===== src/rtl/riscv_fetch_pkg.sv =====
// Shared definitions for the instruction fetch front end.
//   NOP_INSTR        : encoding presented on the instruction output when the queue is empty
//   DEFAULT_RESET_PC : default first fetch address after reset
//   fetch_state_e    : fetch controller states (RUN fetches, DRAIN swallows killed responses)
//   word_align       : clears the byte-offset bits of an address
package riscv_fetch_pkg;

    localparam logic [31:0] NOP_INSTR        = 32'h0000_0013;
    localparam logic [31:0] DEFAULT_RESET_PC = 32'h0040_0000;

    typedef enum logic {
        RUN   = 1'b0,
        DRAIN = 1'b1
    } fetch_state_e;

    function automatic logic [31:0] word_align(input logic [31:0] addr);
        return addr & 32'hFFFF_FFFC;
    endfunction

endpackage


===== src/rtl/instruction_fetch_queue_if.sv =====
// Bundle of every non-clock signal of the instruction fetch queue.
//   imem_*    : request/grant/response channel to instruction memory
//   redirect_*: branch/jump redirect from execute
//   instr_*   : queue head toward the IF/ID register, pc_o is its address
// Modport master is the fetch queue side, slave is the environment side
// (memory, execute and decode together).
interface instruction_fetch_queue_if;

    logic        imem_req_o;
    logic [31:0] imem_addr_o;
    logic        imem_gnt_i;
    logic        imem_rvalid_i;
    logic [31:0] imem_rdata_i;
    logic        redirect_i;
    logic [31:0] redirect_pc_i;
    logic        instr_valid_o;
    logic [31:0] instr_o;
    logic [31:0] pc_o;
    logic        instr_ready_i;

    modport master (
        output imem_req_o, imem_addr_o, instr_valid_o, instr_o, pc_o,
        input  imem_gnt_i, imem_rvalid_i, imem_rdata_i,
        input  redirect_i, redirect_pc_i, instr_ready_i
    );

    modport slave (
        input  imem_req_o, imem_addr_o, instr_valid_o, instr_o, pc_o,
        output imem_gnt_i, imem_rvalid_i, imem_rdata_i,
        output redirect_i, redirect_pc_i, instr_ready_i
    );

endinterface


===== src/rtl/fetch_fifo.sv =====
// Synchronous FIFO used both for the instruction queue and for the
// in-flight fetch PC queue.
//   clk, reset : clock, asynchronous active-low reset
//   flush      : empties the FIFO, overriding any same-cycle write/read
//   wr_en/wr_data : push (ignored when full unless a read frees a slot)
//   rd_en      : pop the head (ignored when empty)
//   rd_data    : head entry, valid whenever count != 0
//   count      : number of stored entries
// The head is selected from the register array by a registered read
// pointer, so rd_data and count depend on flops only; a written entry
// becomes visible the cycle after the write.  DEPTH need not be a power
// of two: pointers wrap explicitly.
module fetch_fifo #(
    parameter  int WIDTH = 32,
    parameter  int DEPTH = 4,
    localparam int CNT_W = $clog2(DEPTH + 1),
    localparam int PTR_W = (DEPTH > 1) ? $clog2(DEPTH) : 1
) (
    input  logic             clk,
    input  logic             reset,
    input  logic             flush,
    input  logic             wr_en,
    input  logic [WIDTH-1:0] wr_data,
    input  logic             rd_en,
    output logic [WIDTH-1:0] rd_data,
    output logic [CNT_W-1:0] count
);

    logic [WIDTH-1:0] mem [DEPTH];
    logic [PTR_W-1:0] wr_ptr_reg;
    logic [PTR_W-1:0] rd_ptr_reg;
    logic [CNT_W-1:0] count_reg;
    logic             do_wr;
    logic             do_rd;

    function automatic logic [PTR_W-1:0] ptr_inc(input logic [PTR_W-1:0] ptr);
        return (ptr == PTR_W'(DEPTH - 1)) ? '0 : ptr + PTR_W'(1);
    endfunction

    assign do_rd = rd_en && (count_reg != '0);
    // A pop in the same cycle frees a slot, so push+pop is legal when full.
    assign do_wr = wr_en && ((count_reg != CNT_W'(DEPTH)) || do_rd);

    always_ff @(posedge clk or negedge reset) begin
        if (!reset) begin
            wr_ptr_reg <= '0;
            rd_ptr_reg <= '0;
            count_reg  <= '0;
        end else if (flush) begin
            wr_ptr_reg <= '0;
            rd_ptr_reg <= '0;
            count_reg  <= '0;
        end else begin
            if (do_wr) begin
                wr_ptr_reg <= ptr_inc(wr_ptr_reg);
            end
            if (do_rd) begin
                rd_ptr_reg <= ptr_inc(rd_ptr_reg);
            end
            case ({do_wr, do_rd})
                2'b10:   count_reg <= count_reg + CNT_W'(1);
                2'b01:   count_reg <= count_reg - CNT_W'(1);
                default: count_reg <= count_reg;
            endcase
        end
    end

    // Storage carries no reset: entries are only observed once counted.
    always_ff @(posedge clk) begin
        if (do_wr) begin
            mem[wr_ptr_reg] <= wr_data;
        end
    end

    assign rd_data = mem[rd_ptr_reg];
    assign count   = count_reg;

endmodule


===== src/rtl/instruction_fetch_queue.sv =====
// Instruction fetch queue: issues word fetches to instruction memory,
// tracks the addresses of granted-but-unanswered requests, and buffers
// returned instructions for decode.
//   clk       : single clock, rising edge
//   reset     : asynchronous active-low reset
//   fetch_bus : master side of instruction_fetch_queue_if
// Parameters: DEPTH (queue entries), RESET_PC (first fetch address),
// MAX_OUTSTANDING (granted requests awaiting response).
// A request is only issued when the queue is guaranteed to have room for
// its response (occupancy + outstanding < DEPTH), so the queue can never
// overflow.  A redirect flushes everything; responses to requests that
// were already granted are swallowed in DRAIN by counting them down.
module instruction_fetch_queue
    import riscv_fetch_pkg::*;
#(
    parameter int          DEPTH           = 4,
    parameter logic [31:0] RESET_PC        = DEFAULT_RESET_PC,
    parameter int          MAX_OUTSTANDING = 2
) (
    input logic                       clk,
    input logic                       reset,
    instruction_fetch_queue_if.master fetch_bus
);

    localparam int QCNT_W = $clog2(DEPTH + 1);
    localparam int OUT_W  = $clog2(MAX_OUTSTANDING + 1);

    fetch_state_e     state_reg;
    fetch_state_e     state_next;
    logic [31:0]      fetch_pc_reg;
    logic [31:0]      fetch_pc_next;
    logic [OUT_W-1:0] kill_cnt_reg;
    logic [OUT_W-1:0] kill_cnt_next;
    logic [OUT_W-1:0] killed_run;

    logic [QCNT_W-1:0] q_count;
    logic [63:0]       q_head;
    logic [OUT_W-1:0]  out_count;
    logic [31:0]       inflight_pc;

    logic credit_ok;
    logic req_int;
    logic accepting;
    logic gnt_fire;
    logic resp_take;
    logic head_valid;
    logic q_pop;

    // ------------------------------------------------------------------
    // State register
    // ------------------------------------------------------------------
    always_ff @(posedge clk or negedge reset) begin
        if (!reset) begin
            state_reg    <= RUN;
            fetch_pc_reg <= word_align(RESET_PC);
            kill_cnt_reg <= '0;
        end else begin
            state_reg    <= state_next;
            fetch_pc_reg <= fetch_pc_next;
            kill_cnt_reg <= kill_cnt_next;
        end
    end

    // Requests killed by a redirect in RUN: everything outstanding plus a
    // same-cycle grant, minus a same-cycle response (which retires one).
    always_comb begin
        killed_run = out_count + OUT_W'(gnt_fire);
        if (fetch_bus.imem_rvalid_i && (killed_run != '0)) begin
            killed_run = killed_run - OUT_W'(1);
        end
    end

    // ------------------------------------------------------------------
    // Next-state logic
    // ------------------------------------------------------------------
    always_comb begin
        state_next    = state_reg;
        kill_cnt_next = kill_cnt_reg;
        fetch_pc_next = fetch_pc_reg;

        if (gnt_fire) begin
            fetch_pc_next = fetch_pc_reg + 32'd4;
        end
        if (fetch_bus.redirect_i) begin
            fetch_pc_next = word_align(fetch_bus.redirect_pc_i);
        end

        case (state_reg)
            RUN: begin
                if (fetch_bus.redirect_i) begin
                    kill_cnt_next = killed_run;
                    state_next    = (killed_run != '0) ? DRAIN : RUN;
                end
            end
            DRAIN: begin
                if (fetch_bus.imem_rvalid_i && (kill_cnt_reg != '0)) begin
                    kill_cnt_next = kill_cnt_reg - OUT_W'(1);
                end
                // Leave one cycle after the count has reached zero; a new
                // redirect only retargets the PC and keeps us here.
                if (!fetch_bus.redirect_i && (kill_cnt_reg == '0)) begin
                    state_next = RUN;
                end
            end
            default: state_next = RUN;
        endcase
    end

    // ------------------------------------------------------------------
    // Output logic
    // ------------------------------------------------------------------
    assign credit_ok = ((int'(q_count) + int'(out_count)) < DEPTH) &&
                       (int'(out_count) < MAX_OUTSTANDING);

    always_comb begin
        req_int   = 1'b0;
        accepting = 1'b0;
        case (state_reg)
            RUN: begin
                req_int   = credit_ok;
                accepting = !fetch_bus.redirect_i;
            end
            default: begin
                req_int   = 1'b0;
                accepting = 1'b0;
            end
        endcase
    end

    // Reset gates the request directly so it is low for the whole reset
    // period and high in the very first cycle after release.
    assign fetch_bus.imem_req_o  = req_int && reset;
    assign fetch_bus.imem_addr_o = fetch_pc_reg;

    assign gnt_fire  = fetch_bus.imem_req_o && fetch_bus.imem_gnt_i;
    assign resp_take = fetch_bus.imem_rvalid_i && accepting;
    assign q_pop     = head_valid && fetch_bus.instr_ready_i && !fetch_bus.redirect_i;

    // In-flight PC queue: one entry per granted request, popped by its response.
    fetch_fifo #(
        .WIDTH (32),
        .DEPTH (MAX_OUTSTANDING)
    ) u_inflight_fifo (
        .clk     (clk),
        .reset   (reset),
        .flush   (fetch_bus.redirect_i),
        .wr_en   (gnt_fire && accepting),
        .wr_data (fetch_pc_reg),
        .rd_en   (resp_take),
        .rd_data (inflight_pc),
        .count   (out_count)
    );

    // Instruction queue: entries are {pc, instruction}.
    fetch_fifo #(
        .WIDTH (64),
        .DEPTH (DEPTH)
    ) u_instr_fifo (
        .clk     (clk),
        .reset   (reset),
        .flush   (fetch_bus.redirect_i),
        .wr_en   (resp_take),
        .wr_data ({inflight_pc, fetch_bus.imem_rdata_i}),
        .rd_en   (q_pop),
        .rd_data (q_head),
        .count   (q_count)
    );

    assign head_valid              = (q_count != '0);
    assign fetch_bus.instr_valid_o = head_valid;
    assign fetch_bus.instr_o       = head_valid ? q_head[31:0]  : NOP_INSTR;
    assign fetch_bus.pc_o          = head_valid ? q_head[63:32] : 32'h0;

endmodule


===== src/flat_wrapper.sv =====
// flat-port wrapper written by rule: the top's interface ports become plain ports
module instruction_fetch_queue_flat import riscv_fetch_pkg::*;
#(
    parameter int          DEPTH           = 4,
    parameter logic [31:0] RESET_PC        = DEFAULT_RESET_PC,
    parameter int          MAX_OUTSTANDING = 2
)
  (clk, reset, fetch_bus_imem_req_o, fetch_bus_imem_addr_o, fetch_bus_instr_valid_o, fetch_bus_instr_o, fetch_bus_pc_o, fetch_bus_imem_gnt_i, fetch_bus_imem_rvalid_i, fetch_bus_imem_rdata_i, fetch_bus_redirect_i, fetch_bus_redirect_pc_i, fetch_bus_instr_ready_i);
  instruction_fetch_queue_if fetch_bus_i ();
  input logic clk;
  input logic reset;
  output wire logic [$bits(fetch_bus_i.imem_req_o)-1:0] fetch_bus_imem_req_o;
  output wire logic [$bits(fetch_bus_i.imem_addr_o)-1:0] fetch_bus_imem_addr_o;
  output wire logic [$bits(fetch_bus_i.instr_valid_o)-1:0] fetch_bus_instr_valid_o;
  output wire logic [$bits(fetch_bus_i.instr_o)-1:0] fetch_bus_instr_o;
  output wire logic [$bits(fetch_bus_i.pc_o)-1:0] fetch_bus_pc_o;
  input wire logic [$bits(fetch_bus_i.imem_gnt_i)-1:0] fetch_bus_imem_gnt_i;
  input wire logic [$bits(fetch_bus_i.imem_rvalid_i)-1:0] fetch_bus_imem_rvalid_i;
  input wire logic [$bits(fetch_bus_i.imem_rdata_i)-1:0] fetch_bus_imem_rdata_i;
  input wire logic [$bits(fetch_bus_i.redirect_i)-1:0] fetch_bus_redirect_i;
  input wire logic [$bits(fetch_bus_i.redirect_pc_i)-1:0] fetch_bus_redirect_pc_i;
  input wire logic [$bits(fetch_bus_i.instr_ready_i)-1:0] fetch_bus_instr_ready_i;
  assign fetch_bus_imem_req_o = fetch_bus_i.imem_req_o;
  assign fetch_bus_imem_addr_o = fetch_bus_i.imem_addr_o;
  assign fetch_bus_instr_valid_o = fetch_bus_i.instr_valid_o;
  assign fetch_bus_instr_o = fetch_bus_i.instr_o;
  assign fetch_bus_pc_o = fetch_bus_i.pc_o;
  assign fetch_bus_i.imem_gnt_i = fetch_bus_imem_gnt_i;
  assign fetch_bus_i.imem_rvalid_i = fetch_bus_imem_rvalid_i;
  assign fetch_bus_i.imem_rdata_i = fetch_bus_imem_rdata_i;
  assign fetch_bus_i.redirect_i = fetch_bus_redirect_i;
  assign fetch_bus_i.redirect_pc_i = fetch_bus_redirect_pc_i;
  assign fetch_bus_i.instr_ready_i = fetch_bus_instr_ready_i;
  instruction_fetch_queue #(.DEPTH(DEPTH), .RESET_PC(RESET_PC), .MAX_OUTSTANDING(MAX_OUTSTANDING)) u_core (.clk(clk), .reset(reset), .fetch_bus(fetch_bus_i));
endmodule

===== config.mk =====
export PLATFORM = sky130hd
export DESIGN_NAME = instruction_fetch_queue_flat
export DESIGN_NICKNAME = d
export VERILOG_FILES = /design/src/rtl/riscv_fetch_pkg.sv /design/src/rtl/instruction_fetch_queue_if.sv /design/src/rtl/fetch_fifo.sv /design/src/rtl/instruction_fetch_queue.sv /design/src/flat_wrapper.sv
export SDC_FILE = /design/constraint.sdc
export NUM_CORES = 1
export LEC_CHECK = 0
export BUFFER_PORTS_ARGS = -buffer_cell sky130_fd_sc_hd__buf_2
export CAP_MARGIN = 20
export CORE_UTILIZATION = 23
export CTS_CLUSTER_SIZE = 30
export DETAILED_ROUTE_END_ITERATION = 12
export PLACE_DENSITY = 0.4
export SYNTH_ARGS = -nofsm -noshare
export SYNTH_HDL_FRONTEND = slang
export SYNTH_HIERARCHICAL = 1
export SYNTH_SLANG_ARGS = --single-unit

===== constraint.sdc =====
create_clock -name clk -period 9.3 [get_ports clk]
set_input_delay 0.465 -clock clk [delete_from_list [all_inputs] [get_ports clk]]
set_output_delay 0.465 -clock clk [all_outputs]
set_load 0.05 [all_outputs]

* Word-level counts from Yosys, hierarchy flattened
Memories as Yosys holds them, arrays and structs flattened. Cells that the tools add are included.
Storage, ports and cells: memories kept 2, register bits 46, input bits 70, bits in writable memories 320, logic and storage cells 102
Memories:
- u_core.u_instr_fifo.mem | words 4, bits a word 64, rd ports 1, clocked after Yosys merged registers in 0, write ports 1, RTL line fetch_fifo.sv:29 | logic [WIDTH-1:0] mem [DEPTH];
- u_core.u_inflight_fifo.mem | words 2, bits a word 32, rd ports 1, clocked after Yosys merged registers in 0, write ports 1, RTL line fetch_fifo.sv:29
Cells by class: order comparisons 2, eq/ne operators 10, add/sub/neg operators 13, bitwise gates (word level) 1, muxes and demuxes 34, reductions and logical operators 31
Operator list (count):
- 2-to-1 mux 32 bit | 4
- adder 32 x 3 -> 32 bit (second input constant) | 1
- less-than comparator 32 x 4 -> 1 bit (second input constant) | 1
- 2-to-1 mux 2 bit | 10
- nonzero test 2 bit | 9
- 2-to-1 mux 1 bit | 15
- logical AND 1 bit | 14
- nonzero test 3 bit | 3
- == test 2 bit (second input constant) | 4
- one-hot mux 2 bit (2 select lines) | 2
- adder 2 x 1 -> 2 bit (second input constant) | 3
- inequality test 2 bit (second input constant) | 3
- one-hot mux 3 bit (2 select lines) | 1
- subtractor 2 x 1 -> 2 bit (second input constant) | 3
- adder 3 x 2 -> 4 bit | 1
- == test 2 x 1 -> 1 bit (second input constant) | 2
- adder 3 x 1 -> 3 bit (second input constant) | 1
- 2-to-1 mux 3 bit | 1
- inequality test 3 bit (second input constant) | 1
- subtractor 3 x 1 -> 3 bit (second input constant) | 1
- adder 1 bit (second input constant) | 2
- adder 2 x 1 -> 2 bit | 1
- zero test 2 bit | 1
- logical OR 1 bit | 2
- other kinds (5) | 5

* Logic depth before layout (Yosys ltp)
depth after elaboration 14, depth in mapped cells 11, depth with buffers taken out 11

* Cells and area by module
Netlist, hierarchy kept.
By module, submodules not included:
- fetch_fifo at u_core.u_instr_fifo | area an instance 9785.6 µm², times used 1, cells each 395
- instruction_fetch_queue | area an instance 2662.6 µm², times used 1, cells each 315
- fetch_fifo at u_core.u_inflight_fifo | area an instance 2549.9 µm², times used 1, cells each 127

* Worst setup path after synthesis
No wires, ideal clock.
kind input-to-reg, start in fetch_bus_redirect_i, end mem u_core.u_instr_fifo.mem[0][0], enable pin, slack 5.820 ns, arrival 3.051 ns, stages 6, path buffers 3, cells stage by stage clkbuf_1 -> inv_1 -> and3_1 -> buf_2 -> clkbuf_1 -> and3_1
Between the ends: elaborated cells between the ends (all ways) 9
RTL lines:
- start: declaration | RTL line flat_wrapper.sv:20 | input wire logic [$bits(fetch_bus_i.redirect_i)-1:0] fetch_bus_redirect_i;
- zero test 1 bit | RTL line instruction_fetch_queue.sv:121 | accepting = !fetch_bus.redirect_i;
- 2-to-1 mux 1 bit | RTL line instruction_fetch_queue.sv:118 | case (state_reg)
- logical AND 1 bit | RTL line instruction_fetch_queue.sv:136 | assign resp_take = fetch_bus.imem_rvalid_i && accepting;
- named net u_core.resp_take | RTL line instruction_fetch_queue.sv:45 | logic resp_take;
- logical AND 1 bit | RTL line fetch_fifo.sv:42 | assign do_wr = wr_en && ((count_reg != CNT_W'(DEPTH)) || do_rd);
- 2-to-1 mux 1 bit | RTL line fetch_fifo.sv:70 | if (do_wr) begin
- 2-to-1 mux 1 bit (not written as such) | RTL line fetch_fifo.sv:71 | mem[wr_ptr_reg] <= wr_data;
- end: declaration | RTL line fetch_fifo.sv:29
The timed path passes the listed nets, and every way through them passes these cells.

* Worst setup path in the final report
start reg u_core.u_instr_fifo.count_reg[2] (netlist: u_core/u_instr_fifo/count[2]), end mem u_core.u_instr_fifo.mem[2][8], enable pin
Between the ends: cells in the longest elaborated chain, start to end 8, elaborated cells between the ends (all ways) 9
Ends and longest elaborated chain:
- start: declaration | RTL line fetch_fifo.sv:32 | logic [CNT_W-1:0] count_reg;
- start signal: assignment | RTL line fetch_fifo.sv:61 | 2'b10: count_reg <= count_reg + CNT_W'(1);
- start signal: assignment | RTL line fetch_fifo.sv:62 | 2'b01: count_reg <= count_reg - CNT_W'(1);
- start signal: assignment | RTL line fetch_fifo.sv:63 | default: count_reg <= count_reg;
- nonzero test 3 bit | RTL line instruction_fetch_queue.sv:169 | assign head_valid = (q_count != '0);
- logical AND 1 bit (2 in series) | RTL line instruction_fetch_queue.sv:137 | assign q_pop = head_valid && fetch_bus.instr_ready_i && !fetch_bus.redirect_i;
- named net u_core.q_pop | RTL line instruction_fetch_queue.sv:47 | logic q_pop;
- logical AND 1 bit | RTL line fetch_fifo.sv:40 | assign do_rd = rd_en && (count_reg != '0);
- logical OR 1 bit | RTL line fetch_fifo.sv:42
- logical AND 1 bit | RTL line fetch_fifo.sv:42
- 2-to-1 mux 1 bit | RTL line fetch_fifo.sv:70
- 2-to-1 mux 1 bit (not written as such) | RTL line fetch_fifo.sv:71
The timed path passes the listed nets, and every way through them passes these cells.

==> flow_summary.toml <==
[outcome]
outcome = "finished, final reports clean"

[yosys]
synth_mux_area_frac = 0.123
syn_area_um2 = 15000
yosys.area_share.adder = 0.00884
synth-xor-area-share = 0.0210
ys_warn_count = 6
avgSynthCellArea_um2 = 17.9
ys_seq_area_frac = 0.714
synth_cells = 837
ys_seq_elements = 364
synthSimpleGateAreaFrac = 0.0858
ys_async_sr_fraction = 0.121
synth_compound_area_frac = 0.0234
synth_top_family_by_area = "multiplexers"
synth_cell_type_count = 64
synth_edf_count = 320
synthFlopType = "edfxtp_1"

[floorplanning]
pin_count = 168
start_util = 0.233
die_h_um = 257
die_area_um2 = 66200
rows = 93
die_w_um = 257
core_um2 = 64500

[routing]
drcViolationCount = 0
wl_met3_um = 1500
drt_wl_total_um = 37900
drt_iter0_drc = 307
wl_met2_um = 18200
wire_per_inst_um = 19.8
wl_met1_um = 17400
num_vias = 7844
viasPerCell = 4.10
dr.pass1.iters = 6
antenna_left = 0
routed.top_layer = "met5"

[cells_and_area]
layout_commonest_cell = "edfxtp_1"
postLayoutCoreUtil = 0.283
area_growth_pct = 21.6
largest_reg_flops = 256
top_register = "u_core/u_instr_fifo/mem"
final_cell_mix = "edfxtp_1 (320), buf_2 (163), mux4_2 (64), and2_1 (61), clkbuf_16 (46)"
fillers = 6584
layout.nets = 1100
layout-drive-gt1-share = 0.366

[cts]
cts_tree = "yes"
cts_resized = 0
hold_buffers = 0
cts.clk_slew.worst_paths_ps = 60
post-cts-setup-buffers = 0
cts_buffer_depth = 3
h-tree-depth = 2
cts_buffers = 44
worstSkewPairLatency_ps = 570
clkSinkCount = 364
cts_root_buffer = "clkbuf_16"

[global_route]
grt-ovfl-total = 0
grt_pass1_vias = 8453
grt_usage = 0.116
grt_pass1_wl_um = 56900
antenna_found_initial = 1
grt_max_degree = 79

[sta]
hold_ws_ps = 21.7
setup-tns-final_ps = 0
finalCritPeriodShare = 0.411
relSlewSlack = 0.270
fmax_mhz = 262
finalSetupViolCount = 0
finalHoldViolations = 0
finClkSkew_ps = 20.2
drv_slew = 0
worst_slew_pin_slew_ps = 1090
post-route-min-period_ps = 3820
rsz0062_at_grt = "no"

[place]
dp_hpwl_um = 22000
gp_congestion = 0.678
portBuffers = 163

[power_and_ir_drop]
ir_worst_vdd_v = 0.0000744
power_density_nw_per_um2 = 215
p_leak_nw = 6.24
total_power_mw = 3.92

[worst_setup_path]
end_kind = "flip-flop"
slowest_delay_ps = 780
crit_fanout = 66
crit_required_ps = 9480
cp_cell_sequence = "or3_4 -> and3_1 -> or4b_4 -> and3_4 -> buf_4"
cp.arrival_ps = 4000
critical-path-slowest-cell = "or3_4"
startpoint_type = "flip-flop"
critPathKind = "reg2reg"

[run]
maxCapViolCount = 0

[worst_hold_path]
hold_path_class = "in2async"
[critical path, delay by kind of cell (launching register included)]
family	cells	cell delay (ps)
buffers and inverters	1	740
DFF	1	610
and+or+nand+nor	4	2010
[power breakdown]
group | switching, mW | internal, mW | total (mW)
registers | 0.0518 | 1.86 | 1.91
logic | 0.232 | 0.108 | 0.340
clock network | 0.681 | 0.987 | 1.67
[path summary, 6_finish.rpt]
kind / start / end / slack [ps] / cells after the start
setup / recovery: u_core/u_instr_fifo/count[2]$_DFFE_PN0P_ / u_core/u_instr_fifo/mem[2][8]$_DFFE_PP_ / 5480 / 5
setup reg to reg: u_core/u_instr_fifo/count[2]$_DFFE_PN0P_ / u_core/u_instr_fifo/mem[2][8]$_DFFE_PP_ / 5480 / 5
hold reg to reg: u_core/fetch_bus.imem_addr_o[31]$_DFFE_PN0N_ / u_core/u_inflight_fifo/mem[0][31]$_DFFE_PP_ / 520 / 0
min in group clk: fetch_bus_redirect_pc_i[3] / u_core/fetch_bus.imem_addr_o[3]$_DFFE_PN0N_ / 110 / 3
hold / removal: reset / u_core/fetch_bus.imem_addr_o[16]$_DFFE_PN0N_ / 20 / 2
max in group asynchronous: reset / u_core/u_instr_fifo/rd_ptr_reg[1]$_DFFE_PN0P_ / 8770 / 2
[layer usage]
metal,vias to the layer above,global-route usage
met5,-,0
met2,174,0.191
li1,3601,-
met1,4019,0.153
met4,2,0.0383
met3,48,0.0223
[cell usage after synthesis, types with 4 or more instances]
library cell  instances  area (um^2)
nor4_2               10          125
o21ai_1              21          105
buf_4                 7         52.6
xor2_1                7         61.3
nor2_1               18         67.6
buf_2                13         65.1
nand2b_1              6         37.5
nand3_1              15         75.1
xnor2_1              29          254
a21oi_1               6         30.0
nor3_1                4         20.0
mux4_2               64         1440
buf_6                 8         90.1
ha_1                  9          113
o21ai_0              15         75.1
mux2_2               33          372
clkbuf_1             16         60.1
and2_1               61          382
inv_1                22         82.6
nand2_1              39          146
nand4_1               4         25.0
and3_1               12         75.1
dfrtp_1              43         1080
edfxtp_1            320         9610
nor3_2                7         70.1
[per-stage QoR]
step                area, um^2  instances  setup slack, ps
floorplan                15000        842             5820
global placement         16800       1827             5390
detailed placement       16800       1827             5330
CTS                      18200       1909             5300
global route             18200       1911             5170
finish                   18200       1913             5480
[final cells by class]
type                            instances  area (um^2)  share of cell area
Antenna cell                            2         5.00            0.000274
Clock buffer                           53         1180              0.0646
Clock inverter                         29          231              0.0127
Inverter                               23         86.3             0.00473
Multi-Input combinational cell        411         3990               0.219
Sequential cell                       364        10700               0.588
Tap cell                              855         1070              0.0587
Timing Repair Buffer                  176          953              0.0523
[logic make-up after synthesis]
kind of cell               Yosys count
AOI/OAI and AO/OA                   58
buffers and inverters               67
xor gates and xnor gates            36
other                                1
muxes                              100
and+or+nand+nor                    201
adders and majority gates           10
DFF                                364
No activity file was read; power rests on OpenSTA's default activity.
